`config.mk`:
```
export PLATFORM = sky130hd
export DESIGN_NAME = i2c_target_rx
export DESIGN_NICKNAME = d
export VERILOG_FILES = /design/src/rtl/i2c_target_rx.sv
export SDC_FILE = /design/constraint.sdc
export NUM_CORES = 1
export LEC_CHECK = 0
export ABC_AREA = 1
export CAP_MARGIN = 10
export CORE_AREA = 2 2 67 69
export DETAILED_ROUTE_END_ITERATION = 6
export DIE_AREA = 0 0 69 71
export HOLD_SLACK_MARGIN = 0.05
export PLACE_DENSITY = 0.67
export SYNTH_ARGS = -nofsm -noshare
export SYNTH_HDL_FRONTEND = slang
export SYNTH_SLANG_ARGS = --single-unit
```
`constraint.sdc`:
```
create_clock -name clk -period 2.31 [get_ports clk]
set_clock_uncertainty 0.15 [all_clocks]
set_input_delay 0.693 -clock clk [delete_from_list [all_inputs] [get_ports clk]]
set_output_delay 0.693 -clock clk [all_outputs]
set_load 0.01 [all_outputs]
```
`src/rtl/i2c_target_rx.sv`:
```
// i2c_target_rx: write-only I2C target. Oversamples SCL/SDA, detects START/STOP,
// matches OWN_ADDR, ACKs by pulling SDA low and delivers received bytes through a
// 2-entry buffer.
//
// Handshake: a byte transfers on rx_data in every cycle where rx_valid && rx_ready
// are both high. rx_valid stays high and rx_data stays stable until that transfer.
// rx_valid does not depend on rx_ready.
module i2c_target_rx #(
    parameter logic [6:0] OWN_ADDR = 7'h50
) (
    input  logic       clk,
    input  logic       rst,
    input  logic       scl_in,
    input  logic       sda_in,
    output logic       sda_oe,
    output logic [7:0] rx_data,
    output logic       rx_valid,
    input  logic       rx_ready,
    output logic       busy,
    output logic       overflow,
    output logic [2:0] state_dbg
);

    typedef enum logic [2:0] {
        IDLE     = 3'd0,
        ADDR     = 3'd1,
        ADDR_ACK = 3'd2,
        DATA     = 3'd3,
        DATA_ACK = 3'd4,
        IGNORE   = 3'd5
    } state_t;

    state_t      state_q, state_d;
    logic        scl_m_q, scl_m_d, scl_s_q, scl_s_d, scl_h_q, scl_h_d;
    logic        sda_m_q, sda_m_d, sda_s_q, sda_s_d, sda_h_q, sda_h_d;
    logic [2:0]  cnt_q, cnt_d;
    logic [7:0]  shreg_q, shreg_d;
    logic        ack_pend_q, ack_pend_d;
    logic        sda_oe_q, sda_oe_d;
    logic        busy_q, busy_d;
    logic        overflow_q, overflow_d;
    logic [7:0]  mem_q [0:1];
    logic [7:0]  mem_d [0:1];
    logic        wr_ptr_q, wr_ptr_d, rd_ptr_q, rd_ptr_d;
    logic [1:0]  count_q, count_d;

    logic scl_rise, scl_fall, sda_rise, sda_fall, start_det, stop_det;
    logic push, pop;
    logic [7:0] byte_in;

    assign scl_rise  = scl_s_q & ~scl_h_q;
    assign scl_fall  = ~scl_s_q & scl_h_q;
    assign sda_rise  = sda_s_q & ~sda_h_q;
    assign sda_fall  = ~sda_s_q & sda_h_q;
    assign start_det = sda_fall & scl_s_q;
    assign stop_det  = sda_rise & scl_s_q;
    // Byte as it will look once the current bit is shifted in.
    assign byte_in   = {shreg_q[6:0], sda_s_q};

    assign sda_oe    = sda_oe_q;
    assign busy      = busy_q;
    assign overflow  = overflow_q;
    assign rx_valid  = (count_q != 2'd0);
    assign rx_data   = mem_q[rd_ptr_q];
    assign state_dbg = state_q;

    // Next-state logic: synchronizers, bus protocol FSM and receive buffer.
    always_comb begin
        scl_m_d    = scl_in;
        scl_s_d    = scl_m_q;
        scl_h_d    = scl_s_q;
        sda_m_d    = sda_in;
        sda_s_d    = sda_m_q;
        sda_h_d    = sda_s_q;
        state_d    = state_q;
        cnt_d      = cnt_q;
        shreg_d    = shreg_q;
        ack_pend_d = ack_pend_q;
        sda_oe_d   = sda_oe_q;
        busy_d     = busy_q;
        overflow_d = overflow_q;
        mem_d      = mem_q;
        wr_ptr_d   = wr_ptr_q;
        rd_ptr_d   = rd_ptr_q;
        count_d    = count_q;
        push       = 1'b0;
        pop        = rx_valid & rx_ready;

        if (start_det) begin
            state_d    = ADDR;
            cnt_d      = 3'd0;
            ack_pend_d = 1'b0;
            sda_oe_d   = 1'b0;
            busy_d     = 1'b0;
        end else if (stop_det) begin
            state_d    = IDLE;
            ack_pend_d = 1'b0;
            sda_oe_d   = 1'b0;
            busy_d     = 1'b0;
        end else begin
            case (state_q)
                ADDR, DATA: begin
                    if (ack_pend_q) begin
                        // Byte accepted: pull SDA low once SCL is safely low.
                        if (scl_fall) begin
                            ack_pend_d = 1'b0;
                            sda_oe_d   = 1'b1;
                            state_d    = (state_q == ADDR) ? ADDR_ACK : DATA_ACK;
                        end
                    end else if (scl_rise) begin
                        shreg_d = byte_in;
                        cnt_d   = cnt_q + 3'd1;
                        if (cnt_q == 3'd7) begin
                            if (state_q == ADDR) begin
                                if (byte_in[7:1] == OWN_ADDR && !byte_in[0]) begin
                                    ack_pend_d = 1'b1;
                                    busy_d     = 1'b1;
                                end else begin
                                    state_d = IGNORE;
                                end
                            end else if (count_q != 2'd2) begin
                                push       = 1'b1;
                                ack_pend_d = 1'b1;
                            end else begin
                                overflow_d = 1'b1;
                                state_d    = IGNORE;
                            end
                        end
                    end
                end
                ADDR_ACK, DATA_ACK: begin
                    // End of the ACK clock: release SDA, next data byte follows.
                    if (scl_fall) begin
                        sda_oe_d = 1'b0;
                        cnt_d    = 3'd0;
                        state_d  = DATA;
                    end
                end
                default: ;
            endcase
        end

        if (push) begin
            mem_d[wr_ptr_q] = byte_in;
            wr_ptr_d        = ~wr_ptr_q;
        end
        if (pop) begin
            rd_ptr_d = ~rd_ptr_q;
        end
        case ({push, pop})
            2'b10:   count_d = count_q + 2'd1;
            2'b01:   count_d = count_q - 2'd1;
            default: count_d = count_q;
        endcase
    end

    // State registers with synchronous reset.
    always_ff @(posedge clk) begin
        if (rst) begin
            scl_m_q    <= 1'b1;
            scl_s_q    <= 1'b1;
            scl_h_q    <= 1'b1;
            sda_m_q    <= 1'b1;
            sda_s_q    <= 1'b1;
            sda_h_q    <= 1'b1;
            state_q    <= IDLE;
            cnt_q      <= 3'd0;
            shreg_q    <= 8'h00;
            ack_pend_q <= 1'b0;
            sda_oe_q   <= 1'b0;
            busy_q     <= 1'b0;
            overflow_q <= 1'b0;
            mem_q[0]   <= 8'h00;
            mem_q[1]   <= 8'h00;
            wr_ptr_q   <= 1'b0;
            rd_ptr_q   <= 1'b0;
            count_q    <= 2'd0;
        end else begin
            scl_m_q    <= scl_m_d;
            scl_s_q    <= scl_s_d;
            scl_h_q    <= scl_h_d;
            sda_m_q    <= sda_m_d;
            sda_s_q    <= sda_s_d;
            sda_h_q    <= sda_h_d;
            state_q    <= state_d;
            cnt_q      <= cnt_d;
            shreg_q    <= shreg_d;
            ack_pend_q <= ack_pend_d;
            sda_oe_q   <= sda_oe_d;
            busy_q     <= busy_d;
            overflow_q <= overflow_d;
            mem_q[0]   <= mem_d[0];
            mem_q[1]   <= mem_d[1];
            wr_ptr_q   <= wr_ptr_d;
            rd_ptr_q   <= rd_ptr_d;
            count_q    <= count_d;
        end
    end

endmodule

```
Word-level counts from Yosys, hierarchy flattened:

Cells that the tools add are included.

* add/sub/neg operators: 3
* $lt $le $gt $ge: 3
* equality and inequality tests: 25
* muxes and demuxes: 41
* bitwise gates (word level): 20
* reduce and logical (&&, ||, !) cells: 18

Operators by type and width (number)
* $mux 3: 12
* $mux 8: 4
* $mux 1: 19
* $bwmux 16: 1
* $ne 5x5->1 const B: 3
* $reduce_and 7->1: 2
* $ne 2x2->1 const B: 6
* $ne 4x4->1 const B: 3
* $ne 6x6->1 const B: 2
* $pmux 3 s2: 2
* $not 1->1: 11
* $reduce_and 5->1: 2
* $ne 3x3->1 const B: 3
* $demux 8 s1: 1
* $reduce_and 8->1: 1
* $and 1x1->1: 7
* $eq 7x7->1 const B: 1
* $eq 3x2->1 const B: 2
* $eq 3x3->1 const B: 2
* $reduce_and 6->1: 1
* $reduce_bool 2->1: 3
* $reduce_or 2->1: 3
* $ge 2x2->1 const B: 2
* $not 1->2: 2
* 14 further kinds: 15

* bits in registers: 43
* word-level logic and storage cells: 129

Depth between registers and ports, before layout:

* word-level depth: 11
* depth in mapped cells: 12
* depth with buffers taken out: 12

Worst setup path after synthesis:

No wires, ideal clock.

* path kind: register -> register
* start point: register cnt_q[0]
* end point: register count_q[1]
* library setup time: 0.070 ns
* arrival: 1.674 ns
* slack: 0.417 ns
* stages on the path, launching flop included: 12
* path buffers: 0
* period minus slack after synthesis: 1.893 ns
* cell sequence: dfxtp_1 ha_1 ha_1 inv_1 nor3_1 nand2_1 ha_1 inv_1 nand2_1 nor2_1 o21ai_0 a21oi_1

* word-level cells in the longest chain between the ends: 9
* elaborated cells between the ends (all ways): 11

RTL lines
* start: declaration: line 36 `logic [2:0] cnt_q, cnt_d;`
* start signal: assignment: line 186 `cnt_q <= cnt_d;`
* $eq 3x3->1 (*): line 113 `if (cnt_q == 3'd7) begin`
* $mux 1 (*): line 113
* $mux 1 (*): line 110 `end else if (scl_rise) begin`
* $mux 1 (*): line 103 `if (ack_pend_q) begin`
* $mux 1 (*): line 101 `case (state_q)`
* $mux 1 (*): line 95 `end else if (stop_det) begin`
* $mux 1 (*): line 89 `if (start_det) begin`
* $eq 2x1->1 or $eq 2x2->1 (tied branches): line 150 `case ({push, pop})`
* $pmux 2 s2 or $reduce_bool 2->1 (tied branches)
* end signal: assignment: line 196 `count_q <= count_d;`
* end: declaration: line 45 `logic [1:0] count_q, count_d;`

Every way passes the cells marked *; elsewhere a longest branch is shown, timed or not.
A chain may end at the register's enable or synchronous reset.

Worst setup path in the final report:

* start point: register state_q[2] (netlist: state_dbg[2])
* end point: output port state_dbg[2]

RTL lines
* start: declaration: line 33 `state_t state_q, state_d;`
* start signal: assignment: line 185 `state_q <= state_d;`
* end: declaration: line 21 `output logic [2:0] state_dbg`

No word-level cell between the ends.

==> results.cfg <==
[outcome]
status = complete, no violations

[placed_design]
place_area_sq_mm = 0.00222
io_buffers = 19
dp_hpwl_um = 2960
dp_cells = 347
globalplace.congestion = 0.837
pre_cts_slack_ns = 0.0965

[logic_synthesis]
ys_seq_area_share_pct = 43.9
ys_top_cells_by_area = dfxtp_1 (44%), nand2_1 (12%), a21oi_1 (9.7%)
synthCells = 278
yosysWarnings = 0
synth-edff-count = 0
syn_nets = 286
syn_avg_cell_area_sq_um = 7.05
synth_seq_cells = 43
syn_area_sq_mm = 0.00196
synth_top_area_share_pct = 43.9
yosysTopAreaCell = dfxtp_1
synth_ff_type = dfxtp_1
ys_types = 25
async_flop_share_pct = 0

[setup_path]
cp_top_family = buffers and inverters
worst_r2r_path_depth = 11
cp.arrival_ns = 1.31
crit_required_ns = 1.47
cp-endpoint = state_dbg[2]
crit_type = reg2out
worstSetupPathDepth = 1
rrSetupSlack_ns = 0.25
crit_fanout = 6
cp-start-kind = register
slowest_delay_ns = 0.58
cp_num_buf_inv = 1
worstSetupStartpoint = state_dbg[2]
cp-end-kind = primary output
r2r_end = count_q[1]
cpMaxStageDelayCell = clkdlybuf4s50_1
rr_startpoint = cnt_q[0]
worstPathCellList = clkdlybuf4s50_1

[timing]
relSlewSlack_pct = 66.2
drv_slew = 0
period_minus_slack_ns = 2.15
fmax_mhz = 464
fin_crit_sh_pct = 93.3
worst_pin_slew_ns = 0.502
hold_viol_final = 0
setup_viol = 0
finalWorstSetupSlack_ns = 0.156
grt_setup_unrepaired = yes

[die]
die_h_um = 71
fp-row-count = 24
die_w_um = 69
core-area_sq_mm = 0.00420
initial_core_util_pct = 46.6
die_area_sq_mm = 0.00490
io_pins = 20

[clock_network]
h-tree-depth = 2
cts_buffers = 5
clkSinkCount = 43
root_buffer = clkbuf_8
post-cts-setup-buffers = 0
clk_pin_slew_worst_paths_ns = 0.09
clockBufferDepth = 2
worstSkewPairLatency_ns = 0.29
cts_tree = built

[layout]
finish.utilization_pct = 55.2
fill_cells = 436
area_growth_pct = 18.5
nNetsFinal = 310
layout.cells.non_filler = 355
stdcell_area_sq_mm = 0.00232
diodes = 0
drive_above_1_share_pct = 9.24

[route]
ant_nets = 0
drc = 0
vias_per_cell = 4.91
drt_iter0_markers = 67
routed-via-count = 1743
totalWireLength_um = 4130
drt-pass1-iter-count = 4
post_drt_wl_per_cell_um = 11.6

[power]
p_leak_nw = 0.995
power.total_w = 0.00152
ir_worst_vdd_v = 0.000479
power.density_mw_per_mm2 = 656

[global_route]
antenna_found_initial = 0
grt_pass1_vias = 1648
grt_max_degree = 19
track_usage_pct = 18.1
grt_overflow = 0
grt_pass1_wl_um = 7320

[run]
drv_cap = 0

[min_path]
hold_path.class = reg2reg
hold_start = sda_m_q
[state kept, by name, summed over array words and instances (netlist names), 2 cells and up]
signal and count:
cnt_q 3, count_q 2, mem_q 16, shreg_q 7
state_dbg 3
[routing by layer]
| layer | GRT usage (%) | share of wire [%] |
|---|---|---|
| met5 | 0 | 0 |
| met4 | 3.27 | 0.27 |
| met3 | 4.42 | 3.8 |
| met2 | 28.3 | 45 |
| met1 | 25.8 | 51 |
[area by class of cell]
cell class / instances / area, sq um / share of cell area [%]
tap: 52 / 65.1 / 2.80
multi-input combinational: 187 / 912 / 39.3
inverter: 41 / 159 / 6.84
clock buffer: 8 / 100 / 4.31
timing repair buffer: 24 / 224 / 9.64
sequential: 43 / 862 / 37.1
[timing repair]
action / CTS / global route
hold buffers: 0 / 0
endpoints found under the hold margin: 0 / 0
cloned: 0 / 0
endpoints found under the setup margin: 8 / 2
resized for setup: 9 / 4
[kinds of logic after synthesis]
kind of cell,share of synthesized area (%)
AND/OR/NAND/NOR,27.8
flip-flops,43.9
adder cells (fa/ha/maj),1.92
AO/OA/AOI/OAI,16.5
buffers and inverters,9.90
[cell usage after synthesis, drive strengths merged (3+ instances only)]
library cell and n:
a21oi 38, clkbuf 5, dfxtp 43, ha 3
inv 39, nand2 68, nand3 20, nor2 20
nor3 4, o21ai 22, or2 5
[layout by cell type (no fill, tap or decap), types with 5 or more instances in the layout]
cell type	n
nand2_1	64
dfxtp_1	42
inv_1	39
a21oi_1	38
o21ai_0	21
nand3_1	20
nor2_1	18
clkdlybuf4s50_1	10
dlygate4sd2_1	8
clkbuf_8	7
or2_2	5
[metrics by stage]
stage / TNS [ns] / hold slack (ns)
after floorplan: 0 / 0.239
after global placement: 0 / 0.241
after detailed placement: 0 / 0.251
after CTS: 0 / 0.269
after global routing: -0.00973 / 0.275
final: 0 / 0.270
[worst min path at each step]
stage	endpoint	slack, ns	cells after the start
finish	sda_h_d	0.27	1
global route	sda_h_d	0.28	1
detailed placement	sda_h_d	0.25	1
floorplan	scl_h_d	0.24	1
CTS	sda_h_d	0.27	1
global placement	sda_h_d	0.24	1
[report_power, final]
group / switching, W / total (W) / internal, W
clock: 0.000249 / 0.000523 / 0.000273
sequential: 0.0000236 / 0.000790 / 0.000766
combinational: 0.000130 / 0.000210 / 0.0000798
(Power assumes the default switching activity.)
